===== src/rtl/mmcm_drp_pkg.sv =====
// mmcm_drp_pkg: DRP widths, responder FSM states and MMCM register addresses. Rev 1.0.
`default_nettype none

package mmcm_drp_pkg;
   localparam int DRP_ADDR_W = 7;
   localparam int DRP_DATA_W = 16;

   typedef enum logic [1:0] {
      IDLE = 2'd0,
      BUSY = 2'd1,
      ACK  = 2'd2
   } drp_state_t;

   localparam logic [DRP_ADDR_W-1:0] CLKOUT0_REG1  = 7'h08;
   localparam logic [DRP_ADDR_W-1:0] CLKOUT0_REG2  = 7'h09;
   localparam logic [DRP_ADDR_W-1:0] DIVCLK        = 7'h16;
   localparam logic [DRP_ADDR_W-1:0] CLKFBOUT_REG1 = 7'h14;
   localparam logic [DRP_ADDR_W-1:0] POWER         = 7'h28;
endpackage

`default_nettype wire


===== src/rtl/mmcm_drp_lock_model.sv =====
// mmcm_drp_lock_model: locked rises LOCK_DELAY cycles after rst_mmcm is released. Rev 1.0.
`default_nettype none

module mmcm_drp_lock_model #(
   parameter int LOCK_DELAY = 64
) (
   input  logic clk,
   input  logic reset_n,
   input  logic rst_mmcm,
   output logic locked
);
   localparam int            CW   = $clog2(LOCK_DELAY + 1);
   localparam logic [CW-1:0] FULL = CW'(LOCK_DELAY);

   logic [CW-1:0] cnt;

   always_ff @(posedge clk or negedge reset_n) begin
      if (!reset_n) begin
         cnt    <= '0;
         locked <= 1'b0;
      end else if (rst_mmcm) begin
         cnt    <= '0;
         locked <= 1'b0;
      end else if (cnt != FULL) begin
         // Saturating count; locked follows the count reaching FULL.
         cnt    <= cnt + CW'(1);
         locked <= ((cnt + CW'(1)) == FULL);
      end
   end
endmodule

`default_nettype wire


===== src/rtl/mmcm_drp_responder.sv =====
// mmcm_drp_responder: 128x16 DRP register file with fixed-latency drdy and a lock model. Rev 1.0.
// Optional MMCM_DRP_WRLOCK_EN: writes while rst_mmcm=0 are dropped and flagged in proto_err.
`default_nettype none

module mmcm_drp_responder
   import mmcm_drp_pkg::*;
#(
   parameter int              RD_LATENCY = 3,
   parameter int              WR_LATENCY = 3,
   parameter int              LOCK_DELAY = 64,
   parameter logic [15:0]     INIT_WORD  = 16'h0
) (
   input  logic                  clk,
   input  logic                  reset_n,
   input  logic                  den,
   input  logic                  dwe,
   input  logic [DRP_ADDR_W-1:0] daddr,
   input  logic [DRP_DATA_W-1:0] din,
   output logic [DRP_DATA_W-1:0] dout,
   output logic                  drdy,
   input  logic                  rst_mmcm,
   output logic                  locked,
   output logic                  proto_err
);
   localparam logic [3:0] RD_LOAD = 4'(RD_LATENCY - 1);
   localparam logic [3:0] WR_LOAD = 4'(WR_LATENCY - 1);

   drp_state_t                  state;
   logic [3:0]                  lat_cnt;
   logic                        den_q;
   logic                        dwe_l;
   logic [DRP_ADDR_W-1:0]       addr_l;
   logic [DRP_DATA_W-1:0]       rdata;
   logic [DRP_DATA_W-1:0]       regs [2**DRP_ADDR_W];

   logic                        den_rise;
   logic                        accept;
   logic                        held_change;
   logic                        wr_en;
   logic                        lock_viol;
   logic [3:0]                  load;
   logic [DRP_DATA_W-1:0]       rd_word;

   // A new request needs a rising den, so a den held past ACK is never re-accepted.
   assign den_rise    = den & ~den_q;
   assign accept      = (state == IDLE) && den_rise;
   assign held_change = (state == BUSY) && den && den_q && ((dwe != dwe_l) || (daddr != addr_l));
   assign load        = dwe ? WR_LOAD : RD_LOAD;
   assign rd_word     = dwe ? '0 : regs[daddr];

`ifdef MMCM_DRP_WRLOCK_EN
   assign wr_en     = accept && dwe && rst_mmcm;
   assign lock_viol = accept && dwe && !rst_mmcm;
`else
   assign wr_en     = accept && dwe;
   assign lock_viol = 1'b0;
`endif

   always_ff @(posedge clk or negedge reset_n) begin
      if (!reset_n) begin
         for (int i = 0; i < 2**DRP_ADDR_W; i++) regs[i] <= INIT_WORD;
      end else if (wr_en) begin
         regs[daddr] <= din;
      end
   end

   always_ff @(posedge clk or negedge reset_n) begin
      if (!reset_n) begin
         state     <= IDLE;
         lat_cnt   <= '0;
         den_q     <= 1'b0;
         dwe_l     <= 1'b0;
         addr_l    <= '0;
         rdata     <= '0;
         dout      <= '0;
         drdy      <= 1'b0;
         proto_err <= 1'b0;
      end else begin
         den_q <= den;
         if ((den_rise && (state != IDLE)) || held_change || lock_viol) proto_err <= 1'b1;

         case (state)
            IDLE: begin
               if (accept) begin
                  dwe_l   <= dwe;
                  addr_l  <= daddr;
                  rdata   <= rd_word;
                  lat_cnt <= load;
                  if (load == 4'd0) begin
                     state <= ACK;
                     drdy  <= 1'b1;
                     dout  <= rd_word;
                  end else begin
                     state <= BUSY;
                  end
               end
            end
            BUSY: begin
               if (lat_cnt == 4'd1) begin
                  state <= ACK;
                  drdy  <= 1'b1;
                  dout  <= rdata;
               end
               lat_cnt <= lat_cnt - 4'd1;
            end
            ACK: begin
               state <= IDLE;
               drdy  <= 1'b0;
               dout  <= '0;
            end
            default: state <= IDLE;
         endcase
      end
   end

   mmcm_drp_lock_model #(
      .LOCK_DELAY (LOCK_DELAY)
   ) u_lock (
      .clk      (clk),
      .reset_n  (reset_n),
      .rst_mmcm (rst_mmcm),
      .locked   (locked)
   );
endmodule

`default_nettype wire


===== config.mk =====
export PLATFORM = sky130hd
export DESIGN_NAME = mmcm_drp_responder
export DESIGN_NICKNAME = d
export VERILOG_FILES = /design/src/rtl/mmcm_drp_pkg.sv /design/src/rtl/mmcm_drp_lock_model.sv /design/src/rtl/mmcm_drp_responder.sv
export SDC_FILE = /design/constraint.sdc
export NUM_CORES = 2
export LEC_CHECK = 0
export ABC_AREA = 1
export CAP_MARGIN = 20
export CORE_MARGIN = 4
export CORE_UTILIZATION = 35
export CTS_CLUSTER_DIAMETER = 30
export DETAILED_ROUTE_END_ITERATION = 8
export RECOVER_POWER = 50
export SYNTH_ARGS = -nofsm -noshare
export SYNTH_HDL_FRONTEND = slang
export SYNTH_SLANG_ARGS = --single-unit

===== constraint.sdc =====
create_clock -name clk -period 1.85 [get_ports clk]
set_input_delay 0.2775 -clock clk [delete_from_list [all_inputs] [get_ports clk]]
set_output_delay 0.2775 -clock clk [all_outputs]
set_load 0.03 [all_outputs]

==> run_results.csv <==
group,metric,value,unit
routing,drt_wl_total,365000,µm
global_route,grt_max_degree,95,
synthesis,ys_async_sr_fraction,1.00,
final_layout,mostFrequentLayoutCells,"4225 x nand2_1, 2105 x dfrtp_1, 1669 x inv_1",
placed_design,io_buffer_count,46,
timing,drv_slew,25,
timing,tightest_slew,1610,ps
final_layout,syn2layout_area_growth,33.3,%
global_route,first_global_vias,87800,
global_route,track_usage,0.232,
synthesis,synthCells,13400,
floorplan,core_area,289000,µm²
pwr,peakVddDrop,0.000858,V
synthesis,yosysTopAreaCell,"dfrtp_1",
synthesis,synth_ff_type,"dfrtp_1",
pwr,p_per_area,1090,nW/µm²
cts,clockBufferDepth,4,
timing,hold_viol_final,0,
routing,drc,0,
synthesis,synth_area,102000,µm²
synthesis,yosysUniqueCellTypes,37,
timing,fmax,462,MHz
synthesis,yosys_warnings,0,
final_layout,nets,14100,
setup_path,crit_path_end_kind,"flop",
timing,layout_min_cycle_time,2160,ps
placed_design,routabilityCongestion,0.919,
floorplan,initial_core_util,0.352,
timing,relSlewSlack,-0.0704,
synthesis,syn_area_per_cell,7.57,µm²
cts,cts-root-buf,"clkbuf_16",
pwr,p_leak,64.9,nW
final_layout,layout-drive-gt1-share,0.180,
run_status,status,"finished with violations",
synthesis,synth_nets,13500,
routing,drtIter0Drc,10500,
global_route,antenna_found_initial,14,
floorplan,die_width,547,µm
final_layout,nFillCells,27400,
worst_hold_path,hp-class,"in2reg",
timing,rsz0062_at_grt,"yes",
timing,fin_crit_sh,1.17,
setup_path,worstPathRequired,2580,ps
run_status,violations,"max-capacitance violations, max-slew violations, negative setup slack",
synthesis,yosysSeqAreaShare,0.518,
floorplan,die_h,547,µm
routing,wl_per_cell,19.9,µm
setup_path,critPathArrivalTime,2890,ps
routing,ant_nets,0,
setup_path,worst_setup_path_start_kind,"flop",
synthesis,yosys_register_bits,2105,
worst_hold_path,whs_path_depth,3,
timing,finalSetupTns,-353810,ps
timing,setup_violations,2444,
final_layout,final_common_cell,"nand2_1",
routing,vias,92200,
floorplan,rows,197,
final_layout,finish.utilization,0.469,
cts,clock_sinks,2105,
synthesis,synth_edf_count,0,
cts,numCtsBuffers,458,
synthesis,netlist.area_leader.share,0.518,
cts,h-tree-depth,5,
synthesis,synth.area.top_cells,"dfrtp_1 52%, nand2_1 17%, o21ai_0 8.8%, inv_1 6.2%, nand3_1 4.3%",
cts,cts_tree,"built",
routing,drt-pass1-iter-count,6,
job,maxCapViolCount,1,
floorplan,die_area,299000,µm²
placed_design,hpwlAfterDp,219000,µm
setup_path,crit_fanout,16,
timing,fin_worst_skew,70.8,ps
routing,via_per_inst,5.03,
cts,clkTransAtPathRegs,50,ps
timing,worst_slack,-314,ps
floorplan,ios,47,
global_route,grt_pass1_wl,546000,µm
global_route,grt_remaining_overflow,0,
setup_path,crit_type,"reg2reg",
timing,holdWs,78.3,ps
setup_path,r2r_cells,13,
pwr,p_total,147,mW
cts,clk_latency,920,ps
[power by group]
part,switching [mW],leakage (nW),total (mW),internal [mW]
registers,1.01,29.3,48.5,47.4
clock network,27.7,7.96,86.6,58.8
logic,7.88,27.6,12.0,4.12
total,36.6,64.9,147,110
[critical path, stage by stage, from the launching register on]
cell       delay [ps]
dfrtp_1           380
nor2_2            150
nand2_2            70
inv_2              80
nand2_4            70
inv_8              90
buf_6             110
buf_16            160
buf_12            130
buf_16            140
nand4_4           180
clkbuf_16         260
nand2_1            70
o21ai_1            70
[metrics by stage]
stage / cells / area (µm²) / setup slack, ps
global route: 18300 / 135000 / -388
floorplan: 13400 / 102000 / 6.09
global placement: 17300 / 113000 / -1440
CTS: 18200 / 133000 / -281
finish: 18300 / 136000 / -314
detailed placement: 17300 / 113000 / -1420
[per-layer routing]
layer  track usage  vias to the layer above  wire [µm]
li1              -                    43200          -
met1         0.325                    44500     157000
met2         0.364                     3703     164000
met3        0.0399                      729      30300
met4        0.0812                        2      13300
met5             0                        -         13
[logic make-up after synthesis]
group / synth area share
AOI/OAI and AO/OA: 0.117
buffers and inverters: 0.110
DFF: 0.518
xor gates and xnor gates: 0.00103
and+or+nand+nor: 0.253
adders and majority gates: 0.000615
[final cells by class]
class	count	area, µm²	share of cell area
repair buffers	1153	14700	0.108
inverters	1698	6480	0.0479
clock buffers	574	12700	0.0934
well taps	3880	4850	0.0358
diodes	6	15.0	0.000111
flip-flops and latches	2105	52700	0.389
clock inverters	276	3860	0.0285
multi-input cells	8626	40300	0.297
[final timing paths]
path                                from       endpoint  slack [ps]
min in group asynchronous        reset_n      regs[401]        1070
max                             state[0]      regs[513]        -310
min reg2reg                u_lock.locked  u_lock.locked         470
max reg2reg                     state[0]      regs[513]        -310
max in group asynchronous        reset_n      regs[779]        -260
min                               din[0]       regs[96]          80
[sequential cells by signal, summed over array words and instances, names as in the netlist]
name / cells
dwe_l: 1
u_lock.cnt: 7
proto_err: 1
rdata: 16
den_q: 1
state: 2
drdy: 1
dout: 16
u_lock.locked: 1
addr_l: 7
lat_cnt: 4
regs: 2048
[timing repair]
action / CTS / global route
endpoints found under the hold margin: 1990 / 0
resized for setup: 614 / 540
cloned: 57 / 52
pin swaps: 45 / 38
hold buffers: 4 / 0
setup buffers: 60 / 19
endpoints found under the setup margin: 1987 / 2048
[cells in the mapped netlist (4+ instances only)]
cell      number
buf_1         12
buf_2        285
buf_4         71
buf_6         44
clkbuf_1     602
dfrtp_1     2105
ha_1           5
inv_1       1686
inv_2          8
nand2_1     4517
nand2_2       13
nand2_4       29
nand3_1      869
nand4_1       79
nand4_2       36
nor2_1       503
nor2_2        10
nor2_4         6
nor2_8         4
nor3_4         4
o211ai_1      16
o21ai_0     1789
o21ai_1      559
or2_1         62
or2_2         83
xor2_1         9
(Power assumes the default switching activity.)
